===== src/rtl/pss_pckt_pkg.sv =====
// Constants, header field positions and FSM state shared by the PSS eCPRI
// packet generator and the receive-side parser.
package pss_pckt_pkg;

  localparam int NUM_HEADER  = 5;
  localparam int NUM_RD_PCKT = 960;
  localparam int NUM_PCKT    = NUM_HEADER + NUM_RD_PCKT;
  localparam int CNT_W       = 10;
  localparam int IDX_W       = 10;
  localparam int STAT_W      = 16;
  localparam int NUM_STATS   = 5;

  localparam logic [15:0] TPID        = 16'h8100;
  localparam logic [11:0] VLAN_ID     = 12'h001;
  localparam logic [15:0] ETH_TYPE    = 16'hAEFE;
  localparam logic [7:0]  ECPRI_TYPE2 = 8'h02;
  localparam logic [7:0]  ECPRI_TYPE0 = 8'h00;

  // Field LSBs within the 64-bit header words
  localparam int MAC_LSB        = 16;
  localparam int TPID_LSB       = 16;
  localparam int VLAN_LSB       = 0;
  localparam int ETH_TYPE_LSB   = 48;
  localparam int ECPRI_TYPE_LSB = 32;
  localparam int IDX_LSB        = 0;

  typedef enum logic [1:0] {
    IDLE    = 2'd0,
    HDR     = 2'd1,
    PAYLOAD = 2'd2,
    DROP    = 2'd3
  } rx_state_e;

endpackage


===== src/rtl/pss_rx_stats.sv =====
// Saturating 16-bit event counter bank for the PSS receive parser.
// Synchronous clear takes priority over a coincident increment.
module pss_rx_stats
  import pss_pckt_pkg::*;
(
  input  logic                                clk_in,
  input  logic                                rst,
  input  logic                                clr,
  input  logic [NUM_STATS-1:0]                inc,
  output logic [NUM_STATS-1:0][STAT_W-1:0]    cnt
);

  logic [NUM_STATS-1:0][STAT_W-1:0] cnt_q, cnt_d;

  function automatic logic [STAT_W-1:0] sat_inc(input logic [STAT_W-1:0] v);
    return (&v) ? v : v + 1'b1;
  endfunction

  always_comb begin
    cnt_d = cnt_q;
    for (int i = 0; i < NUM_STATS; i++) begin
      if (clr)
        cnt_d[i] = '0;
      else if (inc[i])
        cnt_d[i] = sat_inc(cnt_q[i]);
    end
  end

  always_ff @(posedge clk_in) begin
    if (rst)
      cnt_q <= '0;
    else
      cnt_q <= cnt_d;
  end

  assign cnt = cnt_q;

endmodule


===== src/rtl/pss_pckt_parse.sv =====
// PSS eCPRI receive parser: validates the 5-word header, streams the payload
// into the sample FIFO and flags malformed/out-of-sequence frames.
// Optional build macro PSS_RX_STATS_EN adds saturating event counters.
module pss_pckt_parse
  import pss_pckt_pkg::*;
#(
  parameter int DATA_W = 64
) (
  input  logic              clk_in,
  input  logic              rst,
  input  logic              din_valid,
  input  logic              din_sop,
  input  logic              din_eop,
  input  logic [DATA_W-1:0] din,
  input  logic [31:0]       local_addr_l,
  input  logic [31:0]       local_addr_h,
  input  logic              fifo_almost_full,
  output logic              fifo_wrreq,
  output logic [DATA_W-1:0] fifo_data,
  output logic              fifo_abort,
  output logic              pckt_done,
  output logic [IDX_W-1:0]  pckt_index,
  output logic              seq_err,
  output logic              hdr_err,
  output logic              len_err
`ifdef PSS_RX_STATS_EN
  ,
  input  logic              stat_clr,
  output logic [STAT_W-1:0] stat_good,
  output logic [STAT_W-1:0] stat_hdr_err,
  output logic [STAT_W-1:0] stat_len_err,
  output logic [STAT_W-1:0] stat_drop,
  output logic [STAT_W-1:0] stat_seq_err
`endif
);

  rx_state_e         state_q, state_d;
  logic [CNT_W-1:0]  cnt_q, cnt_d;
  logic [IDX_W-1:0]  idx_q, idx_d;
  logic [IDX_W-1:0]  exp_idx_q, exp_idx_d;
  logic [IDX_W-1:0]  pckt_index_q, pckt_index_d;
  logic              first_q, first_d;
  logic              wr_d, abort_d, done_d, seq_d, hdr_d, len_d;
  logic              fifo_abort_q, pckt_done_q, seq_err_q, hdr_err_q, len_err_q;
  logic              vld_p1;
  logic [DATA_W-1:0] data_p1;
  logic [47:0]       local_mac;
  logic              w0_ok, hdr_word_ok, start;
  logic              unused_addr_h;

  assign local_mac     = {local_addr_h[15:0], local_addr_l};
  assign unused_addr_h = |local_addr_h[31:16];
  assign w0_ok         = (din[MAC_LSB +: 48] == local_mac);

  function automatic logic [CNT_W-1:0] cnt_inc_sat(input logic [CNT_W-1:0] c);
    return (c >= CNT_W'(NUM_PCKT)) ? CNT_W'(NUM_PCKT) : c + 1'b1;
  endfunction

  always_comb begin
    hdr_word_ok = 1'b1;
    case (cnt_q)
      CNT_W'(1): hdr_word_ok = (din[TPID_LSB +: 16] == TPID) &&
                               (din[VLAN_LSB +: 12] == VLAN_ID);
      CNT_W'(2): hdr_word_ok = (din[ETH_TYPE_LSB +: 16] == ETH_TYPE) &&
                               (din[ECPRI_TYPE_LSB +: 8] == ECPRI_TYPE2);
      CNT_W'(3): hdr_word_ok = (din[ECPRI_TYPE_LSB +: 8] == ECPRI_TYPE0);
      default:   hdr_word_ok = 1'b1;
    endcase
  end

  always_comb begin
    state_d      = state_q;
    cnt_d        = cnt_q;
    idx_d        = idx_q;
    exp_idx_d    = exp_idx_q;
    pckt_index_d = pckt_index_q;
    first_d      = first_q;
    wr_d         = 1'b0;
    abort_d      = 1'b0;
    done_d       = 1'b0;
    seq_d        = 1'b0;
    hdr_d        = 1'b0;
    len_d        = 1'b0;
    start        = 1'b0;

    if (din_valid) begin
      if (din_sop) begin
        // A sop outside IDLE truncates the frame in flight
        start = 1'b1;
        if (state_q != IDLE) begin
          len_d   = 1'b1;
          abort_d = (state_q == PAYLOAD);
        end
      end else begin
        case (state_q)
          HDR: begin
            if (din_eop) begin
              len_d   = 1'b1;
              state_d = IDLE;
            end else if (!hdr_word_ok) begin
              hdr_d   = 1'b1;
              state_d = DROP;
            end else begin
              cnt_d = cnt_inc_sat(cnt_q);
              if (cnt_q == CNT_W'(3))
                idx_d = din[IDX_LSB +: IDX_W];
              if (cnt_q == CNT_W'(NUM_HEADER - 1))
                state_d = PAYLOAD;
            end
          end
          PAYLOAD: begin
            wr_d  = 1'b1;
            cnt_d = cnt_inc_sat(cnt_q);
            if (cnt_q == CNT_W'(NUM_PCKT - 1)) begin
              if (din_eop) begin
                done_d       = 1'b1;
                pckt_index_d = idx_q;
                seq_d        = !first_q && (idx_q != exp_idx_q);
                exp_idx_d    = idx_q + 1'b1;
                first_d      = 1'b0;
                state_d      = IDLE;
              end else begin
                len_d   = 1'b1;
                abort_d = 1'b1;
                state_d = DROP;
              end
            end else if (din_eop) begin
              len_d   = 1'b1;
              abort_d = 1'b1;
              state_d = IDLE;
            end
          end
          DROP:    if (din_eop) state_d = IDLE;
          default: state_d = state_q;
        endcase
      end

      if (start) begin
        cnt_d = CNT_W'(1);
        if (fifo_almost_full)
          state_d = din_eop ? IDLE : DROP;
        else if (din_eop) begin
          len_d   = 1'b1;
          state_d = IDLE;
        end else if (!w0_ok) begin
          hdr_d   = 1'b1;
          state_d = DROP;
        end else
          state_d = HDR;
      end
    end

    if (state_d == IDLE)
      cnt_d = '0;
  end

  // Output stage: everything below is registered once after the input word
  always_ff @(posedge clk_in) begin
    if (rst) begin
      state_q      <= IDLE;
      cnt_q        <= '0;
      exp_idx_q    <= '0;
      pckt_index_q <= '0;
      first_q      <= 1'b1;
      vld_p1       <= 1'b0;
      fifo_abort_q <= 1'b0;
      pckt_done_q  <= 1'b0;
      seq_err_q    <= 1'b0;
      hdr_err_q    <= 1'b0;
      len_err_q    <= 1'b0;
    end else begin
      state_q      <= state_d;
      cnt_q        <= cnt_d;
      exp_idx_q    <= exp_idx_d;
      pckt_index_q <= pckt_index_d;
      first_q      <= first_d;
      vld_p1       <= wr_d;
      fifo_abort_q <= abort_d;
      pckt_done_q  <= done_d;
      seq_err_q    <= seq_d;
      hdr_err_q    <= hdr_d;
      len_err_q    <= len_d;
    end
  end

  always_ff @(posedge clk_in) begin
    idx_q   <= idx_d;
    data_p1 <= din;
  end

  assign fifo_wrreq = vld_p1;
  assign fifo_data  = data_p1 & {DATA_W{vld_p1}};
  assign fifo_abort = fifo_abort_q;
  assign pckt_done  = pckt_done_q;
  assign pckt_index = pckt_index_q;
  assign seq_err    = seq_err_q;
  assign hdr_err    = hdr_err_q;
  assign len_err    = len_err_q;

`ifdef PSS_RX_STATS_EN
  logic                            drop_q;
  logic [NUM_STATS-1:0][STAT_W-1:0] stat_cnt;

  always_ff @(posedge clk_in) begin
    if (rst)
      drop_q <= 1'b0;
    else
      drop_q <= din_valid && din_sop && fifo_almost_full;
  end

  pss_rx_stats u_stats (
    .clk_in (clk_in),
    .rst    (rst),
    .clr    (stat_clr),
    .inc    ({seq_err_q, drop_q, len_err_q, hdr_err_q, pckt_done_q}),
    .cnt    (stat_cnt)
  );

  assign stat_good    = stat_cnt[0];
  assign stat_hdr_err = stat_cnt[1];
  assign stat_len_err = stat_cnt[2];
  assign stat_drop    = stat_cnt[3];
  assign stat_seq_err = stat_cnt[4];
`endif

endmodule


===== config.mk =====
export PLATFORM = sky130hd
export DESIGN_NAME = pss_pckt_parse
export DESIGN_NICKNAME = d
export VERILOG_FILES = /design/src/rtl/pss_pckt_pkg.sv /design/src/rtl/pss_rx_stats.sv /design/src/rtl/pss_pckt_parse.sv
export SDC_FILE = /design/constraint.sdc
export NUM_CORES = 1
export LEC_CHECK = 0
export BUFFER_PORTS_ARGS = -buffer_cell sky130_fd_sc_hd__buf_4
export CAP_MARGIN = 25
export CORE_UTILIZATION = 48
export DETAILED_ROUTE_END_ITERATION = 6
export HOLD_SLACK_MARGIN = 0.05
export PLACE_DENSITY = 0.89
export REMOVE_ABC_BUFFERS = 1
export SLEW_MARGIN = 30
export SYNTH_ARGS = -nofsm -noshare
export SYNTH_HDL_FRONTEND = slang
export SYNTH_SLANG_ARGS = --single-unit

===== constraint.sdc =====
create_clock -name clk_in -period 2.63 [get_ports clk_in]
set_clock_uncertainty 0.05 [all_clocks]
set_input_delay 0.526 -clock clk_in [delete_from_list [all_inputs] [get_ports clk_in]]
set_output_delay 0.526 -clock clk_in [all_outputs]
set_load 0.005 [all_outputs]

==> Word level (Yosys, flattened, before mapping) <==
Cells that the tools add are included.
{ "totals": {"register_bits": 113, "latchBits": 0, "ramBits": 0, "mem_bits_ro": 0, "output_inout_bits": 80, "word_cells": 98, "memories": 0} }
{ "op_classes": {"addsub": 2, "mul": 0, "n_div": 0, "n_lt_le_gt_ge": 1, "eq_ne": 17, "shift": 0, "n_mux": 43, "bitwise": 6, "reduce_logical": 16} }
{ "op_table": {"columns": ["op", "count"], "rows": [
  ["bitwise AND 64 bit", 1],
  ["2-to-1 mux 10 bit", 5],
  ["equality test 48 bit", 1],
  ["equality test 16 bit (second input constant)", 2],
  ["2-to-1 mux 2 bit", 12],
  ["2-to-1 mux 1 bit", 22],
  ["adder 10 x 1 -> 10 bit (second input constant)", 2],
  ["equality test 10 x 2 -> 1 bit (second input constant)", 2],
  ["case mux 10 bit (2 select lines)", 1],
  ["equality test 12 x 1 -> 1 bit (second input constant)", 1],
  ["equality test 10 x 1 -> 1 bit (second input constant)", 1],
  ["equality test 10 bit (second input constant)", 1],
  ["equality test 10 x 3 -> 1 bit (second input constant)", 1],
  [">= comparator 10 bit (second input constant)", 1],
  ["!= test 10 bit", 1],
  ["AND reduction 5 bit", 2],
  ["equality test 8 x 2 -> 1 bit (second input constant)", 1],
  ["logical NOT 8 bit", 1],
  ["!= test 3 bit (second input constant)", 2],
  ["case mux 2 bit (3 select lines)", 1],
  ["AND reduction 6 bit", 1],
  ["OR reduction 6 bit", 1],
  ["NOT 1 bit", 5],
  ["OR reduction 5 bit", 1],
  ["12 further kinds", 16]
]} }

==> Logic depth before layout (Yosys ltp) <==
{ "depth": {"ltp_word": 11, "depth_mapped": 10, "mapped_depth_nobuf": 9} }

==> Worst setup path after synthesis <==
Ideal clock, no wire load.
{ "synth_path": {"path_type": "input-to-reg", "startpoint": "input din[23]", "endpoint": "register idx_q[0], enable pin", "arrival_ns": 2.005, "slack_ns": 0.185, "path_stages": 5, "n_path_buf": 0, "path_cell_list": "nor4b_1 > nand4_1 > nor3_1 > a21oi_1 > nor3_1"} }
{ "synth_via": {"elab_chain_len": 4} }
{ "synth_rtl": {"columns": ["element", "line_no", "source"], "rows": [
  ["start, declared", "pss_pckt_parse.sv:14", "input logic [DATA_W-1:0] din,"],
  ["equality test 16 bit", "pss_pckt_parse.sv:62", "CNT_W'(1): hdr_word_ok = (din[TPID_LSB +: 16] == TPID) &&"],
  ["logical AND 1 bit", "pss_pckt_parse.sv:62", null],
  ["case mux 1 bit (3 select lines)", "pss_pckt_parse.sv:61", "case (cnt_q)"],
  ["AND reduction 6 bit (no line)", null, null],
  ["end signal, assigned", "pss_pckt_parse.sv:187", "idx_q <= idx_d;"],
  ["end, declared", "pss_pckt_parse.sv:39", "logic [IDX_W-1:0] idx_q, idx_d;"]
]} }
Every way passes these cells.
A chain may end at the register's enable or synchronous reset.

==> Worst setup path after layout <==
{ "layout_path": {"startpoint": "register state_q[1]", "endpoint": "register cnt_q[6]"} }
{ "layout_via": {"elab_chain_len": 9} }
{ "layout_rtl": {"columns": ["element", "line_no", "source"], "rows": [
  ["start, declared", "pss_pckt_parse.sv:37", "rx_state_e state_q, state_d;"],
  ["start signal, assigned", "pss_pckt_parse.sv:172", "state_q <= state_d;"],
  ["2-to-1 mux 2 bit", "pss_pckt_parse.sv:107", "if (cnt_q == CNT_W'(NUM_HEADER - 1))"],
  ["2-to-1 mux 2 bit", "pss_pckt_parse.sv:100", "end else if (!hdr_word_ok) begin"],
  ["2-to-1 mux 2 bit", "pss_pckt_parse.sv:97", "if (din_eop) begin"],
  ["case mux 2 bit (3 select lines)", "pss_pckt_parse.sv:95", "case (state_q)"],
  ["2-to-1 mux 2 bit", "pss_pckt_parse.sv:87", "if (din_sop) begin"],
  ["2-to-1 mux 2 bit", "pss_pckt_parse.sv:138", "if (start) begin"],
  ["2-to-1 mux 2 bit", "pss_pckt_parse.sv:86", "if (din_valid) begin"],
  ["logical NOT 2 bit", "pss_pckt_parse.sv:153", "if (state_d == IDLE)"],
  ["OR reduction 2 bit (no line)", null, null],
  ["end signal, assigned", "pss_pckt_parse.sv:173", "cnt_q <= cnt_d;"],
  ["end, declared", "pss_pckt_parse.sv:38", "logic [CNT_W-1:0] cnt_q, cnt_d;"]
]} }
Parallel ways exist; a longest one is shown, timed or not. The select of a mux whose other input is x is not followed.

==> impl_results.rst <==
.. list-table::
   :header-rows: 1

   * - Metric
     - Value
   * - Result of the run
     - completed
   * - Critical Setup Path Class
     - flip-flop to flip-flop
   * - Hpwl dp
     - 10800 µm
   * - Die outline height
     - 103 µm
   * - Number of hold violations in the final report
     - 0
   * - Period utilisation layout
     - between 90% and 100%
   * - Most used flip-flop cell after synthesis
     - sky130_fd_sc_hd__dfxtp_1
   * - Initial core utilization
     - 50.1%
   * - Max Cap Violations
     - 0
   * - Overflow after GRT
     - 0
   * - Diode count
     - 0
   * - Number of buffers inserted during clock tree synthesis
     - 17
   * - IO Count
     - 214
   * - CTS tree
     - built
   * - Full die area
     - 10700 µm²
   * - Number of cells traversed by the worst register-to-register path
     - 10
   * - Slew of the pin with the lowest slew margin
     - 539 ps
   * - Synthesized area
     - 4940 µm²
   * - Number of placed instances with taps included
     - 832
   * - Fraction of final layout cells sized beyond drive strength 1
     - 35.9%
   * - Via count
     - 4640
   * - Average cell area after synthesis
     - 9.79 µm²
   * - Internal power component
     - 3.66 mW
   * - Final slew viol count
     - 0
   * - Number of warnings issued by yosys
     - 0
   * - CP Data Required Time
     - 2980 ps
   * - Hold slack
     - 73.9 ps
   * - LEAKAGE
     - 3.22 nW
   * - Total net switching power
     - 1.07 mW
   * - Global-route wire length before repair
     - 22900 µm
   * - Number of cells produced by synthesis
     - 505
   * - Post-synth cell types
     - 53
   * - Clk_lat worst skew
     - approximately 510 ps
   * - Peak supply drop
     - 0.350 mV
   * - Grt met1 use
     - a little under a third
   * - CTS max path bufs
     - 2
   * - Post-route DRC
     - 0
   * - Met2 usage in global routing
     - between 50% and 60%
   * - Register bit total from synthesis
     - around 110
   * - First-pass DRT Iterations
     - 5
   * - All-Layer GR Usage
     - 29.1%
   * - Register share of total power
     - 38.4%
   * - Net switching share of the total power
     - 22.6%
   * - Slew HR
     - 64.1%
   * - Remaining number of nets flagged by the antenna check after routing
     - 0
   * - Async set-or-reset flop fraction in the synthesized netlist
     - 0%
   * - Clock Sink Count
     - 113
   * - Crit path launch type
     - flip-flop
   * - Pwr Density
     - 649 nW/µm²
   * - Count of flip-flops with a built-in enable after synthesis
     - 10
   * - Via count of the first global-routing pass
     - between 4000 and 5000
   * - Die boundary width
     - slightly above 100 µm
   * - Nets
     - 864
   * - Root Buffer Master
     - sky130_fd_sc_hd__clkbuf_8
   * - Largest net degree at the start of global routing
     - 35
   * - Non-filler cells in the finished layout
     - 866
   * - Launch point of the worst hold path
     - din[15]
   * - Vias per inst
     - 5.36
   * - Layer carrying the most global-route usage
     - met2
   * - Number of fill cells
     - about 660
   * - Worst hold path type
     - input pin to flip-flop
   * - Placeable Area
     - 9860 µm²
   * - Number of levels in the clock H-tree
     - 4
   * - Antenna violations before repair
     - 0
   * - Met3 track demand over resource in global routing
     - 7.39%
   * - Final setup fails
     - 0
   * - Share of the yosys chip area belonging to registers
     - 47.8%
   * - DRT iter0 DRCs
     - 240
   * - Number of input and output port buffers inserted
     - 197
   * - Cell Rows
     - 36
   * - Placement Cell Area
     - 6610 µm²
   * - Crit path launch
     - state_q[1]
   * - Final min period
     - 2450 ps
   * - R2r startpoint
     - state_q[1]
   * - Layout area overhead
     - 47.4%
   * - Worst hold path stage count
     - 1
   * - Top library cells by usage in the layout, fill and taps aside
     - sky130_fd_sc_hd__buf_4 (212), sky130_fd_sc_hd__dfxtp_1 (102), sky130_fd_sc_hd__and2_1 (65), sky130_fd_sc_hd__xor2_1 (55), sky130_fd_sc_hd__nand2_1 (38)
   * - Clock transition at the registers of the reported paths
     - 60 ps
   * - Clock share of power
     - 52.5%
   * - Combinational cell fraction of total power
     - 9.1%
   * - Aggregate routed wire length
     - 15300 µm
   * - Final design instance area without fill
     - 7290 µm²
   * - Critical Path End Type
     - flip-flop
   * - Most common library cell in the layout ignoring fill and taps
     - sky130_fd_sc_hd__buf_4
   * - Critical path arrival
     - 2800 ps
   * - Final GP Congestion
     - 0.901
   * - Maximum frequency from static timing analysis
     - 408 MHz
   * - Critical-path maximum fanout
     - 10
   * - Routed wire per std cell
     - 17.7 µm
[timing repair]
action	in CTS	in global routing
endpoints found under the setup margin	0	20
hold endpoints to repair	2	0
buffers inserted	0	0
resized for setup	0	1
hold buffers	2	0
[power by group through the flow]
stage                     clock network [mW]  registers, mW  logic (mW)
final                                   2.49           1.82       0.431
after global routing                    2.59           1.82       0.465
after CTS                               2.51           1.82       0.427
after detailed placement                   0           1.85       0.417
after global placement                     0           1.85       0.406
after floorplan                            0           1.85       0.154
[per-stage QoR]
stage | total power [mW] | TNS (ps) | setup WS [ps] | util, %
final | 4.73 | 0 | 177 | 73.9
after global routing | 4.88 | -3.66 | -3.66 | 73.9
after CTS | 4.76 | 0 | 147 | 73.8
after detailed placement | 2.27 | -28.1 | -10.6 | 67.0
after global placement | 2.25 | 0 | 22.7 | 67.0
after floorplan | 2.00 | 0 | 185 | -
[synth_stat cells (all sizes together) (3+ instances only)]
| cell type | n | share of area, % |
|---|---|---|
| dfxtp | 103 | 42 |
| and2 | 65 | 8.2 |
| xor2 | 55 | 9.7 |
| nand2 | 38 | 2.9 |
| nor2 | 31 | 2.4 |
| a21oi | 28 | 2.9 |
| nor4 | 21 | 3.0 |
| nor3 | 14 | 1.6 |
| a211oi | 13 | 2.1 |
| clkbuf | 13 | 1.4 |
| xnor2 | 12 | 2.1 |
| edfxtp | 10 | 6.1 |
| ha | 10 | 2.5 |
| o21ai | 10 | 1.0 |
| inv | 9 | 0.68 |
| nand3 | 9 | 0.91 |
| nand4 | 9 | 1.1 |
| and3 | 7 | 0.94 |
| nand4b | 7 | 1.2 |
| a21o | 5 | 0.81 |
| buf | 5 | 0.68 |
| a31oi | 3 | 0.38 |
| nand2b | 3 | 0.38 |
[path summary, 6_finish.rpt]
kind | to | slack [ps]
worst min register to register | pckt_index[8] | 410
worst max-delay path | cnt_q[6] | 180
worst min-delay path | data_p1[15] | 70
worst max register to register | cnt_q[6] | 180
[registers in the layout (all words and copies together) (netlist names)]
register,flops
len_err,1
hdr_err,1
pckt_index,10
fifo_abort,1
data_p1,64
fifo_wrreq,1
cnt_q,10
idx_q,10
exp_idx_q,10
pckt_done,1
seq_err,1
first_q,1
state_q,2
[per-layer routing]
| layer | wire (µm) | part of all wire (%) |
|---|---|---|
| met5 | 0 | 0 |
| met4 | 659 | 4.3 |
| met1 | 5800 | 38 |
| met2 | 7780 | 51 |
| met3 | 1090 | 7.1 |
[layout make-up]
| type | count | area, µm² | share of cell area, % |
|---|---|---|---|
| Clock buffer | 17 | 414 | 5.68 |
| Clock inverter | 15 | 235 | 3.23 |
| Inverter | 9 | 33.8 | 0.464 |
| Multi-Input combinational cell | 364 | 2440 | 33.5 |
| Sequential cell | 113 | 2360 | 32.4 |
| Tap cell | 133 | 166 | 2.28 |
| Timing Repair Buffer | 215 | 1630 | 22.4 |
[cell families after synthesis]
kind of cell    share of synthesized area (%)
xor+xnor                                 11.9
buf+inv                                  2.94
fa+ha+maj                                2.53
flops                                    47.8
mux                                     0.228
simple gates                             24.2
compound gates                           10.4
[worst max-delay path, stage by stage, from the launching register on]
cell	delay (ps)
sky130_fd_sc_hd__dfxtp_1	450
sky130_fd_sc_hd__inv_1	110
sky130_fd_sc_hd__ha_1	230
sky130_fd_sc_hd__nor3b_1	320
sky130_fd_sc_hd__nand2_1	110
sky130_fd_sc_hd__a2bb2oi_2	160
sky130_fd_sc_hd__o221ai_1	210
sky130_fd_sc_hd__a21oi_2	80
sky130_fd_sc_hd__a2111oi_4	310
sky130_fd_sc_hd__buf_4	240
sky130_fd_sc_hd__a211oi_1	70
Note: power is estimated with default switching activity, not from simulation.
